[src/rtl/ws2812b_chain_tx.sv]
`timescale 1ns/1ps
// ws2812b_chain_tx
// Serialises a chain of NUM_LEDS WS2812B pixels. On start it pulls one 24-bit
// GRB word per LED from a valid/ready stream, sends each word MSB-first as
// WS2812B high/low pulses and closes every frame with a low latch interval.
// A stream stall longer than UNDERRUN_MAX cycles aborts the frame into the
// latch so downstream LEDs still latch what they already received.
//
// Ports
//   clk        system clock
//   rst        synchronous active-high reset
//   start      frame request, only looked at while idle
//   busy       frame in progress
//   done       one-cycle pulse at the end of every frame (aborted ones too)
//   underrun   one-cycle pulse when a frame is aborted on a stream stall
//   pix_data   {green, red, blue}, bit 23 sent first
//   pix_valid  pix_data is valid
//   pix_ready  asserted while waiting for the next pixel word
//   led_out    WS2812B data line
module ws2812b_chain_tx #(
    parameter int unsigned NUM_LEDS     = 8,
    parameter int unsigned T0H          = 11,
    parameter int unsigned T1H          = 22,
    parameter int unsigned TBIT         = 34,
    parameter int unsigned TRESET       = 2160,
    parameter int unsigned UNDERRUN_MAX = 135
) (
    input  logic        clk,
    input  logic        rst,
    input  logic        start,
    output logic        busy,
    output logic        done,
    output logic        underrun,
    input  logic [23:0] pix_data,
    input  logic        pix_valid,
    output logic        pix_ready,
    output logic        led_out
);

    localparam int unsigned CNT_W = 16;
    localparam int unsigned BIT_W = 5;
    localparam int unsigned LED_W = $clog2(NUM_LEDS + 1);

    // Cycle-counter reload values, one per state entry flavour
    localparam logic [CNT_W-1:0] HIGH0_C = CNT_W'(T0H);
    localparam logic [CNT_W-1:0] HIGH1_C = CNT_W'(T1H);
    localparam logic [CNT_W-1:0] LOW0_C  = CNT_W'(TBIT - T0H);
    localparam logic [CNT_W-1:0] LOW1_C  = CNT_W'(TBIT - T1H);
    localparam logic [CNT_W-1:0] LATCH_C = CNT_W'(TRESET);
    localparam logic [CNT_W-1:0] WAIT_C  = CNT_W'(UNDERRUN_MAX);
    localparam logic [CNT_W-1:0] ONE_C   = CNT_W'(1);

    localparam logic [BIT_W-1:0] MSB_IDX  = BIT_W'(23);
    localparam logic [LED_W-1:0] LAST_LED = LED_W'(NUM_LEDS - 1);

    typedef enum logic [2:0] {
        S_IDLE,
        S_FETCH,
        S_BIT_HIGH,
        S_BIT_LOW,
        S_LATCH
    } state_t;

    state_t           state_q,    state_d;
    logic [CNT_W-1:0] cnt_q,      cnt_d;
    logic [BIT_W-1:0] bit_idx_q,  bit_idx_d;
    logic [LED_W-1:0] led_cnt_q,  led_cnt_d;
    logic [23:0]      shreg_q,    shreg_d;
    logic             led_out_q,  led_out_d;
    logic             busy_q,     busy_d;
    logic             done_q,     done_d;
    logic             underrun_q, underrun_d;

    // Next-state, counters and registered-output next values
    always_comb begin
        state_d    = state_q;
        cnt_d      = cnt_q;
        bit_idx_d  = bit_idx_q;
        led_cnt_d  = led_cnt_q;
        shreg_d    = shreg_q;
        busy_d     = busy_q;
        done_d     = 1'b0;
        underrun_d = 1'b0;

        case (state_q)
            S_IDLE: begin
                if (start) begin
                    state_d   = S_FETCH;
                    cnt_d     = WAIT_C;
                    led_cnt_d = '0;
                    busy_d    = 1'b1;
                end
            end

            S_FETCH: begin
                // A handshake on the last allowed wait cycle still wins
                if (pix_valid) begin
                    shreg_d   = pix_data;
                    bit_idx_d = MSB_IDX;
                    state_d   = S_BIT_HIGH;
                    cnt_d     = pix_data[23] ? HIGH1_C : HIGH0_C;
                end else if (cnt_q <= ONE_C) begin
                    underrun_d = 1'b1;
                    state_d    = S_LATCH;
                    cnt_d      = LATCH_C;
                end else begin
                    cnt_d = cnt_q - ONE_C;
                end
            end

            S_BIT_HIGH: begin
                if (cnt_q <= ONE_C) begin
                    state_d = S_BIT_LOW;
                    cnt_d   = shreg_q[23] ? LOW1_C : LOW0_C;
                end else begin
                    cnt_d = cnt_q - ONE_C;
                end
            end

            S_BIT_LOW: begin
                if (cnt_q <= ONE_C) begin
                    shreg_d = {shreg_q[22:0], 1'b0};
                    if (bit_idx_q != '0) begin
                        bit_idx_d = bit_idx_q - BIT_W'(1);
                        state_d   = S_BIT_HIGH;
                        // shreg_q[22] becomes the MSB after this shift
                        cnt_d     = shreg_q[22] ? HIGH1_C : HIGH0_C;
                    end else begin
                        led_cnt_d = led_cnt_q + LED_W'(1);
                        if (led_cnt_q == LAST_LED) begin
                            state_d = S_LATCH;
                            cnt_d   = LATCH_C;
                        end else begin
                            state_d = S_FETCH;
                            cnt_d   = WAIT_C;
                        end
                    end
                end else begin
                    cnt_d = cnt_q - ONE_C;
                end
            end

            S_LATCH: begin
                if (cnt_q <= ONE_C) begin
                    state_d = S_IDLE;
                    done_d  = 1'b1;
                    busy_d  = 1'b0;
                end else begin
                    cnt_d = cnt_q - ONE_C;
                end
            end

            default: begin
                state_d = S_IDLE;
                busy_d  = 1'b0;
            end
        endcase

        // Line follows the next state so it is high exactly while in BIT_HIGH
        led_out_d = (state_d == S_BIT_HIGH);
    end

    // State and output registers
    always_ff @(posedge clk) begin
        if (rst) begin
            state_q    <= S_IDLE;
            cnt_q      <= '0;
            bit_idx_q  <= '0;
            led_cnt_q  <= '0;
            shreg_q    <= '0;
            led_out_q  <= 1'b0;
            busy_q     <= 1'b0;
            done_q     <= 1'b0;
            underrun_q <= 1'b0;
        end else begin
            state_q    <= state_d;
            cnt_q      <= cnt_d;
            bit_idx_q  <= bit_idx_d;
            led_cnt_q  <= led_cnt_d;
            shreg_q    <= shreg_d;
            led_out_q  <= led_out_d;
            busy_q     <= busy_d;
            done_q     <= done_d;
            underrun_q <= underrun_d;
        end
    end

    assign pix_ready = (state_q == S_FETCH);
    assign led_out   = led_out_q;
    assign busy      = busy_q;
    assign done      = done_q;
    assign underrun  = underrun_q;

endmodule

[config.mk]
export PLATFORM = sky130hd
export DESIGN_NAME = ws2812b_chain_tx
export DESIGN_NICKNAME = d
export VERILOG_FILES = /design/src/rtl/ws2812b_chain_tx.sv
export SDC_FILE = /design/constraint.sdc
export NUM_CORES = 1
export LEC_CHECK = 0
export ABC_AREA = 0
export BUFFER_PORTS_ARGS = -buffer_cell sky130_fd_sc_hd__buf_4
export CAP_MARGIN = 15
export CORE_ASPECT_RATIO = 1.75
export CORE_UTILIZATION = 58
export CTS_CLUSTER_SIZE = 12
export DETAILED_ROUTE_END_ITERATION = 10
export PLACE_DENSITY = 0.79
export SETUP_SLACK_MARGIN = 0.4
export SLEW_MARGIN = 25
export SYNTH_ARGS = -nofsm -noshare
export SYNTH_HDL_FRONTEND = slang
export SYNTH_SLANG_ARGS = --single-unit
[constraint.sdc]
create_clock -name clk -period 2.81 [get_ports clk]
set_clock_uncertainty 0.2 [all_clocks]
set_input_delay 0.562 -clock clk [delete_from_list [all_inputs] [get_ports clk]]
set_output_delay 0.562 -clock clk [all_outputs]
set_load 0.005 [all_outputs]
* After elaboration in Yosys (flattened, before gate mapping)
Index checks and enable logic that the tools add are counted.
** Word-level totals
- Register bits :: 56
- Output and inout bits :: 5
- Word-level logic and storage cells :: 78
** Cells by class
- Add/sub/neg operators :: 3
- Magnitude comparators :: 1
- Eq/ne operators :: 13
- Mux-type cells :: 36
- Bitwise operators :: 3
- Reduce and logical (&&, ||, !) cells :: 13
** Operators by type and width (count)
- $mux W16 :: 6
- $pmux W16 S5 :: 1
- $mux W24 :: 2
- $pmux W24 S2 :: 1
- $mux W5 :: 6
- $mux W12 :: 2
- $mux W3 :: 8
- $le A16 B1 Y1 const B :: 1
- $sub A16 B1 Y16 const B :: 1
- $pmux W3 S5 :: 1
- $ne A2 B2 Y1 const B :: 7
- $mux W4 :: 3
- $pmux W5 S2 :: 1
- $reduce_bool A5 Y1 :: 2
- $eq A3 B2 Y1 const B :: 3
- $reduce_and A3 Y1 :: 3
- $pmux W4 S2 :: 1
- $reduce_and A4 Y1 :: 2
- $reduce_or A3 Y1 :: 2
- $sub A5 B1 Y5 const B :: 1
- $add A4 B1 Y4 const B :: 1
- $eq A4 B3 Y1 const B :: 1
- $reduce_bool A2 Y1 :: 2
- $eq A3 B1 Y1 const B :: 1
- 6 further kinds :: 10

* Longest topological paths before layout
- Depth after elaboration :: 6
- Gate-level depth with buffers :: 9
- Depth with buffers taken out :: 8

* Least setup slack after synthesis
OpenSTA, ideal clock, no wires.
- Path kind :: reg2reg
- From :: register cnt_q[8]
- To :: register cnt_q[0]
- Library setup time :: 0.079 ns
- Arrival time :: 2.070 ns
- Setup slack :: 0.461 ns
- Cell stages (with the launch flop) :: 6
- Clock period less this slack :: 2.349 ns
- Cell sequence :: dfxtp_1 > or4_4 > or4_4 > o32a_1 > o221a_1 > a211oi_2
** On the way
- Word-level cells in the longest chain between the ends :: 4
- Elaborated cells on any way between the ends :: 8
- Those cells by class :: 1 x order compare; 1 x eq/ne; 5 x mux; 1 x reduce/logical
** RTL lines
- from (decl) :: line 65 : logic [CNT_W-1:0] cnt_q, cnt_d;
- from (signal assigned) :: line 177 : cnt_q <= cnt_d;
- $le A16 B1 Y1 *
- $mux W16 :: line 102 : end else if (cnt_q <= ONE_C) begin
- $mux W16 :: line 97 : if (pix_valid) begin
- $pmux W16 S5 :: line 85 : case (state_q)
Mark *: on every way between the ends. The rest lies on a longest branch, timed or not.
A chain may end at the register's enable or synchronous reset.

* Worst setup path after layout
Same ends and word-level chain as after synthesis.

==> flow_summary.json <==
{
  "status": "completed",
  "wl_per_cell_um": 17.1,
  "pre_cts_slack_ns": -0.00260,
  "ys_seq_area_share_pct": 36.8,
  "reg2reg_depth": 7,
  "grt_pass1_wl_um": 13600,
  "whs_ns": 0.284,
  "syn_nets": 422,
  "intPower_mw": 1.66,
  "n_antenna_cell": 0,
  "die_y_um": 97.9,
  "p_switching_mw": 1.03,
  "crit_required_ns": 2.80,
  "die_w_um": 56.8,
  "grt_antenna_before_repair": 0,
  "synth_edf_count": 0,
  "met1Wirelength_um": 3120,
  "worst_pin_slew_ns": 0.523,
  "nets": 472,
  "seqPwrFrac_pct": 35.9,
  "critPathKind": "reg -> reg",
  "max-slew-margin-rel_pct": 65.1,
  "cp-startpoint": "cnt_q[8]",
  "core_um2": 5020,
  "ant_nets": 0,
  "ios": 33,
  "vias": 3144,
  "routed_wl_um": 8460,
  "fin_crit_sh_pct": 87.6,
  "area_growth_pct": 22.5,
  "synthesis.yosys.warnings": 0,
  "wl_met3_um": 422,
  "top_layer_used": "met4",
  "synth-seq-cells": 56,
  "htreeDepth": 2,
  "cts_sinks": 56,
  "fill_cells": 396,
  "synthArstFlopShare_pct": 0,
  "grt_pass1_vias": 2963,
  "cp_data_arrival_time_ns": 2.45,
  "finalMaxSlewViolations": 0,
  "cts_tree": "built",
  "r2r_slack_ns": 0.35,
  "cts_buffers": 5,
  "place_congestion": 1.05,
  "finalWorstSetupSlack_ns": 0.349,
  "finalInstanceArea_um2": 3730,
  "setup_viol": 0,
  "end_kind": "flop",
  "clock_tree.buffer_depth": 2,
  "dr.pass1.iters": 4,
  "grt_setup_unrepaired": "true",
  "die_area_um2": 5560,
  "min_to": "shreg_q[0]",
  "leakagePower_nw": 1.44,
  "syn_inst": 390,
  "grt_max_degree": 49,
  "cp-start-kind": "flop",
  "reg2reg_from": "cnt_q[8]",
  "row_count": 34,
  "hold_viol": 0,
  "post-route-min-period_ns": 2.46,
  "path_max_fanout": 8,
  "drive_above_1_share_pct": 24.3,
  "postPlaceCellArea_um2": 3440,
  "syn_avg_cell_area_um2": 7.82,
  "clock_latency_ns": 0.31,
  "dr_wl_met2_um": 4580,
  "switching_share_pct": 38.3,
  "synthFlopType": "dfxtp_1",
  "place_hpwl_um": 5770,
  "clkPwrFrac_pct": 17.2,
  "drcViolationCount": 0,
  "grt_overflow": 0,
  "io_buffers": 32,
  "timing.fmax_mhz": 406,
  "clockRootBuffer": "clkbuf_8",
  "drt_iter0_drc": 155,
  "maxCapViolations": 0,
  "r2r-end": "cnt_q[0]",
  "min_from": "pix_data[0]",
  "vias_per_cell": 6.35,
  "peakVddDrop_mv": 0.436,
  "gr-usage-all-layers_pct": 30.5,
  "syn_area_um2": 3050,
  "holdCritPathClass": "in -> reg",
  "start_util_pct": 60.7,
  "p_per_area_nw_per_um2": 719,
  "hold_depth": 3,
  "synth_cell_types": 58,
  "p_comb_share_pct": 46.9,
  "clk_pin_slew_ns": 0.11
}
-- logic make-up (layout without fill, tap and decap cells) --
logic type      Yosys count  count (layout)  synth area share, %
fa+ha+maj                 4               4                 1.64
simple gates            187             187                 29.7
compound gates           96              97                 23.2
xor+xnor                 13              13                 3.74
mux                       1               1                0.369
buf+inv                  33              83                 4.64
flops                    56              56                 36.8
-- cells in the final DEF (no fill, tap or decap), drive strengths merged, types with 7 or more instances in the layout --
master / n
buf: 67
nand2: 67
nor2: 55
o21ai: 20
xor2: 8
a311oi: 25
o211ai: 7
dfxtp: 56
inv: 8
a21oi: 13
nor3: 15
-- critical path, cell delays in order, from the launching register on --
cell and delay, ns:
dfxtp_2 0.34, or4_4 0.54, or4_4 0.49, nor2_4 0.17, buf_12 0.14, o31a_1 0.18, o221a_1 0.21, a211oi_2 0.06
-- stage by stage --
step                      util [%]  instances  TNS (ns)  power (mW)
after floorplan                  -        390         0        1.62
after global placement        68.5        473         0        1.92
after detailed placement      68.5        473  -0.00260        1.94
after CTS                     72.0        487         0        2.51
after global routing          74.4        495         0        2.83
final                         74.4        495         0        2.68
-- routing by layer --
metal	global-route usage, %	vias to the layer above
met1	33.6	1476
met3	4.64	35
met2	54.1	131
met4	17.8	0
met5	0	-
li1	-	1502
-- area by class of cell --
cell class	instances	area [um2]	area share [%]
Multi-Input combinational cell	302	1870	50.0
Sequential cell	56	1120	30.1
Tap cell	54	67.6	1.81
Clock buffer	5	68.8	1.84
Inverter	7	26.3	0.704
Timing Repair Buffer	68	557	14.9
Clock inverter	3	22.5	0.603
-- sequential cells by signal, summed over array words and instances (netlist names) --
name	flops
bit_idx_q	5
state_q	3
done	1
led_cnt_q	4
busy	1
cnt_q	16
underrun	1
led_out	1
shreg_q	24
-- synthesized netlist by cell type, drive strengths merged, types with 4 or more instances --
cell    number  area, um2
a21oi       12       60.1
inv          7       26.3
nand2       67        251
buf          5       36.3
a31oi        5       31.3
nand2b       4       25.0
a311oi      25        219
ha           4       50.1
clkbuf      21       78.8
dfxtp       56       1120
nor3        15       80.1
o21ai       20        108
nor4         4       25.0
o211ai       7       52.6
nor2        55        214
xor2         8       70.1
nand3        5       25.0
nor3b        4       40.0
a211oi       5       47.5
or4          4       37.5
nor2b        4       25.0
xnor2        5       43.8
and2         6       37.5
-- power by group through the flow --
| stage | registers, mW | clock network [mW] | logic [mW] |
|---|---|---|---|
| 2_1_floorplan | 0.943 | 0 | 0.680 |
| 3_3_place_gp | 0.968 | 0 | 0.955 |
| 3_5_place_dp | 0.972 | 0 | 0.970 |
| 4_1_cts | 0.958 | 0.468 | 1.09 |
| 5_1_grt | 0.973 | 0.497 | 1.36 |
| 6_report | 0.963 | 0.461 | 1.26 |
-- what timing repair did --
action / 4_1_cts / 5_1_grt
endpoints found under the setup margin: 25 / 36
pin swaps: 3 / 16
hold buffers: 0 / 0
cloned: 0 / 2
resized for setup: 8 / 20
buffers inserted: 6 / 6
-- worst max-delay path by stage --
stage,slack [ns],depth (start not counted),endpoint
2_1_floorplan,0.46,5,cnt_q[0]
3_3_place_gp,0.14,8,cnt_q[7]
3_5_place_dp,-0.003,8,cnt_q[7]
4_1_cts,0.40,6,cnt_q[4]
5_1_grt,0.26,7,cnt_q[11]
6_report,0.35,7,cnt_q[0]
Note: power is estimated with default switching activity, not from simulation.
